**src/rtl/serial_tx_arbiter.sv**
```systemverilog
// rtl/serial_tx_arbiter.sv - round-robin arbiter serialising one requester word at a time, LSB first
module serial_tx_arbiter #(
    parameter int W = 4
) (
    input  logic           clk,
    input  logic           rst,
    input  logic [3:0]     req,
    input  logic [4*W-1:0] data_in,
    output logic [3:0]     grant,
    output logic [1:0]     gnt_id,
    output logic           out,
    output logic           valid,
    output logic           done,
    output logic           empty
);

    localparam int N  = 4;
    localparam int CW = $clog2(W + 1);

    typedef enum logic [1:0] {
        IDLE  = 2'd0,
        SHIFT = 2'd1,
        DONE  = 2'd2
    } state_t;

    state_t         state;
    logic [1:0]     ptr;
    logic [CW-1:0]  cnt;
    logic [W-1:0]   shreg;

    logic [1:0]     win_id;
    logic           win_found;
    logic [1:0]     idx;

    // Round-robin search: start at ptr, wrap 3->0, first set request wins
    always_comb begin
        win_id    = ptr;
        win_found = 1'b0;
        idx       = ptr;
        for (int k = 0; k < N; k++) begin
            idx = ptr + 2'(k);
            if (!win_found && req[idx]) begin
                win_found = 1'b1;
                win_id    = idx;
            end
        end
    end

    // Control FSM; every output is a register updated here
    always_ff @(posedge clk or posedge rst) begin
        if (rst) begin
            state  <= IDLE;
            grant  <= 4'b0000;
            gnt_id <= 2'd0;
            out    <= 1'b0;
            valid  <= 1'b0;
            done   <= 1'b0;
            empty  <= 1'b1;
            ptr    <= 2'd0;
            cnt    <= '0;
            shreg  <= '0;
        end else begin
            done <= 1'b0;
            case (state)
                IDLE: begin
                    valid <= 1'b0;
                    out   <= 1'b0;
                    if (win_found) begin
                        shreg  <= data_in[win_id*W +: W];
                        grant  <= 4'b0001 << win_id;
                        gnt_id <= win_id;
                        cnt    <= '0;
                        empty  <= 1'b0;
                        state  <= SHIFT;
                    end else begin
                        grant <= 4'b0000;
                        empty <= 1'b1;
                    end
                end
                SHIFT: begin
                    out   <= shreg[0];
                    shreg <= shreg >> 1;
                    valid <= 1'b1;
                    cnt   <= cnt + 1'b1;
                    if (cnt == CW'(W - 1)) begin
                        state <= DONE;
                    end
                end
                DONE: begin
                    valid <= 1'b0;
                    out   <= 1'b0;
                    done  <= 1'b1;
                    grant <= 4'b0000;
                    ptr   <= gnt_id + 2'd1;
                    empty <= 1'b1;
                    state <= IDLE;
                end
                default: begin
                    state <= IDLE;
                end
            endcase
        end
    end

endmodule

```
**config.mk**
```make
export PLATFORM = sky130hd
export DESIGN_NAME = serial_tx_arbiter
export DESIGN_NICKNAME = d
export VERILOG_FILES = /design/src/rtl/serial_tx_arbiter.sv
export SDC_FILE = /design/constraint.sdc
export NUM_CORES = 1
export LEC_CHECK = 0
export CAP_MARGIN = 30
export CORE_MARGIN = 3
export CORE_UTILIZATION = 40
export DETAILED_ROUTE_END_ITERATION = 6
export DONT_BUFFER_PORTS = 1
export PLACE_DENSITY = 0.56
export SLEW_MARGIN = 20
export SYNTH_ARGS = -nofsm -noshare
export SYNTH_HDL_FRONTEND = slang
export SYNTH_SLANG_ARGS = --single-unit
```
**constraint.sdc**
```tcl
create_clock -name clk -period 2.62 [get_ports clk]
set_input_delay 0.786 -clock clk [delete_from_list [all_inputs] [get_ports clk]]
set_output_delay 0.786 -clock clk [all_outputs]
set_load 0.05 [all_outputs]
```
==> results.yml, run 1 <==
clock_network:
  clockBufferDepth: 2
  cts_made_buffers: 3
  cts_resized: 0
  cts_tree: "built"
  post_cts_buffers: 0
  cts_max_level: 1
  cts_root_buf: "clkbuf_4"
  clock_sink_count: 21
  ctsHoldBuffers: 0
  clk_latency_ps: 300
  clkTransAtPathRegs_ps: 110
placed_design:
  port-buffer-count: 0
  place_hpwl_um: 1880
  gp_congestion: 0.751
  dp_cells: 154
  dp_worst_setup_slack_ps: 390
grt:
  use_met2_pct: 22.6
  grt_max_degree: 22
  met3_usage_pct: 5.66
  grt.total_usage_pct: 15.8
  use_met1_pct: 22.0
  grt_busiest_layer: "met2"
  grt_pass1_vias: 880
  antenna_found_initial: 0
  overflow: 0
  grt_pass1_wl_um: 4140
setup_path:
  crit_type: "in -> reg"
  start_kind: "input port"
  required_ps: 2800
  critPathMaxStageDelay_ps: 390
  slowest_stage: "or3b_1"
  crit_chain: "or3b_1 -> and2_4 -> o31a_1 -> a2111oi_2 -> nor3_1"
  end_kind: "flop"
  crit_arrival_ps: 2100
  worst-path-max-fanout: 5
timing:
  period_needed_ps: 1920
  skew_ps: 2.31
  slew-limit-headroom_pct: 49.6
  setup_slack_ps: 698
  tightestPinTransition_ps: 755
  finalCritPeriodShare_pct: 73.4
  tns_ps: 0
  maxSlewViolCount: 0
  setup_violations: 0
  hold_viol: 0
  grt_setup_unrepaired: "false"
  fmax_mhz: 520
cells_and_area:
  drive_gt1_share_pct: 12.5
  final_nets: 153
  stdcell_count: 158
  fillers: 259
  antennaDiodeCount: 0
  multiInputGateArea_um2: 567
  area_delta_synth_final_pct: 5.37
  regArea_um2: 527
logic_synthesis:
  yosysWarnings: 0
  synthMostInstantiatedCell: "dfrtp_1"
  synth_area_mm2: 0.00114
  yosysTopAreaCell: "dfrtp_1"
  ys_ff_latch: 21
  synth_cells: 126
  synth.area.top_cells: "dfrtp_1 44%, nand2_1 6.2%, o21ai_0 6.1%"
  avgSynthCellArea_um2: 9.07
  synthTopCellsByCount: "20 x dfrtp_1, 19 x nand2_1, 14 x o21ai_0, 10 x inv_1, 8 x nor2_1"
  yosys_most_used_dff: "dfrtp_1"
  syn_nets: 150
  yosys.area.top_type_share_pct: 43.8
  synth_cell_type_count: 36
  ys_seq_area_share_pct: 46.1
  synthArstFlopShare_pct: 100
  synth_edf_count: 0
outcome:
  status: "completed"
drt:
  drt_iter0_drc: 17
  routed_wl_um: 2380
  routedWlPerCell_um: 15.1
  vias_per_cell: 5.75
  detail_route.first_pass.iterations: 4
  ant_nets: 0
  drc_errors: 0
  vias: 909
floorplan:
  start_util_pct: 44.1
  rows: 18
  die_x_um: 59.4
  die-area_mm2: 0.00353
  top_level_ports: 32
  die_y_um: 59.4
  core_mm2: 0.00259
pwr:
  p_switching_w: 0.000784
  power_frac_seq_pct: 52.7
  pwr-share-clk_pct: 9.6
  intPower_w: 0.000795
  p_per_area_mw_per_mm2: 1310
  swShare_pct: 49.6
  vdd_drop_max_uv: 588
  power.leakage_nw: 0.540
  p_comb_share_pct: 37.7
job:
  maxCapViolCount: 0
hold_path:
  hold_path.class: "in -> async"
==> final cells by class <==
class | count | share of cell area [%]
Clock inverter | 1 | 0.416
Inverter | 10 | 3.12
Multi-Input combinational cell | 92 | 47.1
Tap cell | 30 | 3.12
Sequential cell | 21 | 43.8
Timing Repair Buffer | 1 | 0.624
Clock buffer | 3 | 1.87
==> per-layer routing <==
layer	part of all wire, %	wire, um
met2	43	1030
met3	6.5	155
met4	0.59	14
met5	0	0
met1	50	1180
==> logic make-up (layout without fill, tap and decap cells) <==
kind of cell / after synthesis / count (layout) / synth area share, %
XOR/XNOR: 1 / 1 / 0.767
buffers and inverters: 13 / 15 / 4.27
adder cells (fa/ha/maj): 2 / 2 / 2.19
multiplexers: 1 / 1 / 0.876
AO/OA/AOI/OAI: 40 / 40 / 24.1
AND/OR/NAND/NOR: 48 / 48 / 21.7
flip-flops: 21 / 21 / 46.1
==> per-stage QoR <==
step / instance area [um^2] / total power, W / hold WS [ps] / utilization [%]
2_1_floorplan: 1140 / 0.00130 / 467 / -
3_3_place_gp: 1180 / 0.00142 / 485 / 45.4
3_5_place_dp: 1180 / 0.00144 / 490 / 45.4
4_1_cts: 1200 / 0.00160 / 518 / 46.5
5_1_grt: 1200 / 0.00173 / 539 / 46.5
6_report: 1200 / 0.00158 / 495 / 46.5
==> critical path: cells and delay by family <==
| family | cells | cell delay (ps) |
|---|---|---|
| and+or+nand+nor | 3 | 680 |
| AOI/OAI and AO/OA | 2 | 650 |
==> final timing paths <==
path | start | endpoint | cells past startpoint | slack, ps
worst min register to register | cnt[2] | cnt[2] | 2 | 510
max in group asynchronous | rst | grant[1] | 1 | 1660
worst max register to register | ptr[1] | shreg[0] | 5 | 720
worst max-delay path | req[0] | shreg[3] | 5 | 700
min in group clk | cnt[2] | cnt[2] | 2 | 510
worst min-delay path | rst | valid | 1 | 490
==> cell usage in the layout, fill, tap and decap left out, types with 3 or more instances in the layout <==
master / instances
a21oi_1: 5
a31o_2: 3
a31oi_1: 3
clkbuf_4: 3
dfrtp_1: 20
inv_1: 10
nand2_1: 19
nand3_1: 4
nor2_1: 8
nor2b_1: 3
nor4_1: 3
o21ai_0: 14
o221ai_1: 3
==> flip-flops by register name, summed over array words and instances (netlist names) <==
| register | flops |
|---|---|
| grant | 4 |
| shreg | 4 |
| cnt | 3 |
| gnt_id | 2 |
| ptr | 2 |
| state | 2 |
| done | 1 |
| empty | 1 |
| out | 1 |
| valid | 1 |
==> power groups by stage <==
stage | Clock, W | Combinational [W] | Sequential, W
after floorplan | 0 | 0.000510 | 0.000793
after global placement | 0 | 0.000584 | 0.000841
after detailed placement | 0 | 0.000600 | 0.000844
after CTS | 0.000160 | 0.000603 | 0.000836
after global routing | 0.000173 | 0.000696 | 0.000861
final | 0.000152 | 0.000595 | 0.000832
Note: power is estimated with default switching activity, not from simulation.
==> inputs of run 2 (changes only) <==
clock period = 1.9 ns   (was 2.62 ns; I/O delays follow)
==> results.yml, run 2 (same netlist as run 1, synthesis figures left out) <==
grt:
  grt_pass1_vias: 937
  antenna_found_initial: 0
  grt_pass1_wl_um: 4160
  grt_max_degree: 22
  overflow: 0
  grt.total_usage_pct: 15.6
drt:
  vias: 955
  drt_iter0_drc: 25
  ant_nets: 0
  vias_per_cell: 5.58
  detail_route.first_pass.iterations: 4
  routedWlPerCell_um: 14.0
  routed_wl_um: 2390
  drc_errors: 0
cells_and_area:
  reg_top3: "grant x4, shreg x4, cnt x3"
  layout_common_cells: "20 x dfrtp_1, 19 x nand2_1, 14 x o21ai_0, 14 x buf_4, 10 x inv_1"
  final_common_cell: "dfrtp_1"
  area_delta_synth_final_pct: 14.9
  antennaDiodeCount: 0
  fillers: 268
  drive_gt1_share_pct: 22.0
  final_nets: 166
  postLayoutCoreUtil_pct: 50.7
pwr:
  vdd_drop_max_uv: 1080
  power.leakage_nw: 0.602
  p_per_area_mw_per_mm2: 1760
timing:
  finalCritPeriodShare_pct: 92.4
  setup_violations: 0
  tightestPinTransition_ps: 540
  slew-limit-headroom_pct: 64.0
  period_needed_ps: 1760
  hold_viol: 0
  grt_setup_unrepaired: "false"
  fmax_mhz: 570
  maxSlewViolCount: 0
  setup_slack_ps: 144
  skew_ps: 5.57
setup_path:
  crit_type: "reg -> reg"
  slowest_stage: "dfrtp_1"
  required_ps: 2070
  critPathMaxStageDelay_ps: 420
  end_kind: "flop"
  crit_path_frequent_cell: "a2111oi_2"
  start_kind: "flop"
  crit_chain: "nor3b_2 -> a2111oi_2 -> buf_4 -> or2_2 -> a2111oi_2 -> nor3_1"
  worst-path-max-fanout: 5
  crit_arrival_ps: 1930
  reg2reg_depth: 6
floorplan:
  die-area_mm2: 0.00353
  die_y_um: 59.4
  die_x_um: 59.4
  core_mm2: 0.00259
  start_util_pct: 44.1
  top_level_ports: 32
  rows: 18
clock_network:
  clockBufferDepth: 2
  clk_latency_ps: 290
  cts_tree: "built"
  clkTransAtPathRegs_ps: 110
  cts_made_buffers: 3
  cts_root_buf: "clkbuf_4"
  cts_max_level: 1
  clock_sink_count: 21
  ctsHoldBuffers: 0
  post_cts_buffers: 0
placed_design:
  place_hpwl_um: 1890
  port-buffer-count: 0
  dp_worst_setup_slack_ps: -35.8
  gp_congestion: 0.721
job:
  maxCapViolCount: 0
hold_path:
  hold_path.class: "in -> async"
outcome:
  status: "completed"
[run 2: cell types whose count changed in the layout (fill, tap and decap cells not counted)]
cell	previous run	this run
buf_4	1	14
a2111oi_0	2	1
o21a_2	0	1
a2111oi_2	1	2
o21a_1	1	0
nor3b_1	1	0
nor3b_2	0	1
clkbuf_1	0	1
clkinv_2	1	0
[run 2: critical path, delay by kind of cell, from the launching register on]
kind	cells	cell delay, ps
AO/OA/AOI/OAI	2	430
buffers and inverters	1	140
flip-flops	1	420
AND/OR/NAND/NOR	3	660
[run 2: path summary, 6_finish.rpt]
check | startpoint | endpoint | slack [ps]
max in group asynchronous | rst | empty | 1460
hold / removal | rst | valid | 180
min in group clk | data_in[15] | shreg[3] | 490
setup / recovery | ptr[1] | shreg[3] | 140
setup reg to reg | ptr[1] | shreg[3] | 140
hold reg to reg | cnt[0] | cnt[0] | 520
[run 2: cell type report]
type                    instances  area (um^2)  area share (%)
inverters                      10         37.5            2.86
flip-flops and latches         21          527            40.1
clock buffers                   4         26.3            2.00
multi-input cells              92          579            44.1
well taps                      30         37.5            2.86
repair buffers                 14          105            8.01
[run 2: power by group]
part / internal, W / total [W] / leakage (nW) / switching (W)
clock: 0.0000816 / 0.000207 / 0.0150 / 0.000125
combinational: 0.000483 / 0.000993 / 0.331 / 0.000510
sequential: 0.000657 / 0.00112 / 0.256 / 0.000459
total: 0.00122 / 0.00232 / 0.602 / 0.00109
[run 2: what timing repair did]
item / in CTS / in global routing
endpoints found under the hold margin: 0 / 0
setup endpoints to repair: 0 / 5
gates resized for setup: 0 / 4
[run 2: stage by stage]
step | TNS (ps) | std cells | hold WS, ps | area [um^2] | total power [W]
after floorplan | 0 | 126 | 467 | 1140 | 0.00180
after global placement | -69.1 | 167 | 487 | 1270 | 0.00210
after detailed placement | -92.4 | 167 | 506 | 1270 | 0.00213
after CTS | 0 | 171 | 175 | 1300 | 0.00234
after global routing | 0 | 171 | 175 | 1310 | 0.00254
final | 0 | 171 | 176 | 1310 | 0.00232
[run 2: per-layer routing]
metal	part of all wire (%)	vias up	GRT usage, %
li1	-	484	-
met2	46	26	23.2
met1	49	443	21.2
met4	0.63	0	4.85
met3	5.1	2	5.23
met5	0	-	0
==> inputs of run 3 (changes only) <==
CAP_MARGIN = 40   (was 30)
CORE_ASPECT_RATIO = 0.7   (was unset)
CORE_MARGIN = 2   (was 3)
==> results.yml, run 3 (same netlist as run 1, synthesis figures left out) <==
outcome:
  status: "completed"
placed_design:
  dp_cells: 170
  place_hpwl_um: 1960
  port-buffer-count: 0
  gp_congestion: 0.719
cells_and_area:
  drive_gt1_share_pct: 21.6
  area_delta_synth_final_pct: 16.0
  layout_common_cells: "20 x dfrtp_1, 19 x nand2_1, 14 x o21ai_0"
  final_common_cell: "dfrtp_1"
  stdcell_count: 175
  postLayoutCoreUtil_pct: 48.0
  reg_top3: "grant x4, shreg x4, cnt x3"
  antennaDiodeCount: 0
  final_nets: 164
grt:
  grt_max_degree: 22
  grt_pass1_vias: 936
  grt.total_usage_pct: 17.1
  antenna_found_initial: 0
  overflow: 0
  grt_pass1_wl_um: 4370
clock_network:
  cts_made_buffers: 3
  clkTransAtPathRegs_ps: 80
  clockBufferDepth: 2
  clk_latency_ps: 260
  cts_root_buf: "clkbuf_8"
  cts_max_level: 1
  clock_sink_count: 21
  cts_tree: "built"
floorplan:
  start_util_pct: 41.3
  die-area_mm2: 0.00331
  top_level_ports: 32
  rows: 16
  die_y_um: 48.7
  die_x_um: 67.9
  core_mm2: 0.00276
hold_path:
  hold_path.class: "in -> async"
timing:
  slew-limit-headroom_pct: 63.4
  holdWs_ps: 225
  setup_violations: 0
  maxSlewViolCount: 0
  fmax_mhz: 566
  skew_ps: 5.41
  grt_setup_unrepaired: "false"
  tightestPinTransition_ps: 549
  finalCritPeriodShare_pct: 93.0
  hold_viol: 0
  period_needed_ps: 1770
drt:
  routedWlPerCell_um: 14.2
  drc_errors: 0
  drt_iter0_drc: 27
  routed_wl_um: 2490
  vias_per_cell: 5.38
  vias: 942
  detail_route.first_pass.iterations: 4
  ant_nets: 0
pwr:
  power.leakage_nw: 0.600
  vdd_drop_max_uv: 470
  p_per_area_mw_per_mm2: 1810
setup_path:
  required_ps: 2050
  worst-path-max-fanout: 5
  end_kind: "flop"
  crit_type: "reg -> reg"
  start_kind: "flop"
  cpLargestDelayFamily: "compound AO/OA/AOI/OAI gates"
  slowest_stage: "a2111oi_1"
  crit_arrival_ps: 1920
  critPathMaxStageDelay_ps: 430
  crit_chain: "nor3b_1 -> a2111oi_1 -> or2_2 -> o221ai_1 -> a31o_2"
  path_buf_inv: 0
job:
  maxCapViolCount: 0
[run 3: cell types whose count changed in the layout (fill, tap and decap cells not counted), sizes merged]
| cell | before | now |
|---|---|---|
| buf | 14 | 11 |
| clkinv | 0 | 1 |
[run 3: path summary, 6_finish.rpt]
check / cells past startpoint / endpoint / from / slack, ps
min in group clk: 1 / cnt[0] / cnt[0] / 500
hold / removal: 2 / valid / rst / 220
setup reg to reg: 5 / shreg[2] / ptr[1] / 130
setup / recovery: 5 / shreg[2] / ptr[1] / 130
max in group asynchronous: 2 / empty / rst / 1410
hold reg to reg: 1 / cnt[0] / cnt[0] / 500
[run 3: worst register-to-register path: stages, from the launching register on]
cell and delay [ps]:
dfrtp_1 420, nor3b_1 150, a2111oi_1 430, or2_2 260
o221ai_1 130, a31o_2 260
[run 3: routing by layer]
metal	track usage, %	wire length [um]	part of all wire (%)	vias to the layer above
li1	-	-	-	476
met1	26.1	1270	51	431
met2	25.0	1050	42	32
met3	3.95	152	6.1	3
met4	3.00	14	0.56	0
met5	0	0	0	-
[run 3: area by class of cell]
cell class,instances,area [um^2]
Sequential cell,21,527
Fill cell,275,1440
Clock buffer,3,41.3
Tap cell,36,45.0
Clock inverter,1,5.00
Timing Repair Buffer,12,87.6
Multi-Input combinational cell,92,582
Inverter,10,37.5
[run 3: per-stage QoR]
step                power [W]  setup TNS, ps  worst slack (ps)  area (um^2)
CTS                   0.00240              0              94.2         1310
global route          0.00263              0              7.58         1330
global placement      0.00207          -88.0             -34.5         1260
detailed placement    0.00210          -93.3             -55.8         1260
floorplan             0.00180              0              21.5         1140
finish                0.00240              0               134         1330
[run 3: what timing repair did]
item	CTS	global route
setup endpoints to repair	0	6
resized for setup	0	4
hold buffers	0	0
endpoints found under the hold margin	0	0
setup buffers	0	0
[run 3: where the power goes]
group	leakage, nW	switching, W	internal (W)
clock	0.0255	0.000141	0.000146
combinational	0.319	0.000518	0.000463
sequential	0.256	0.000472	0.000658
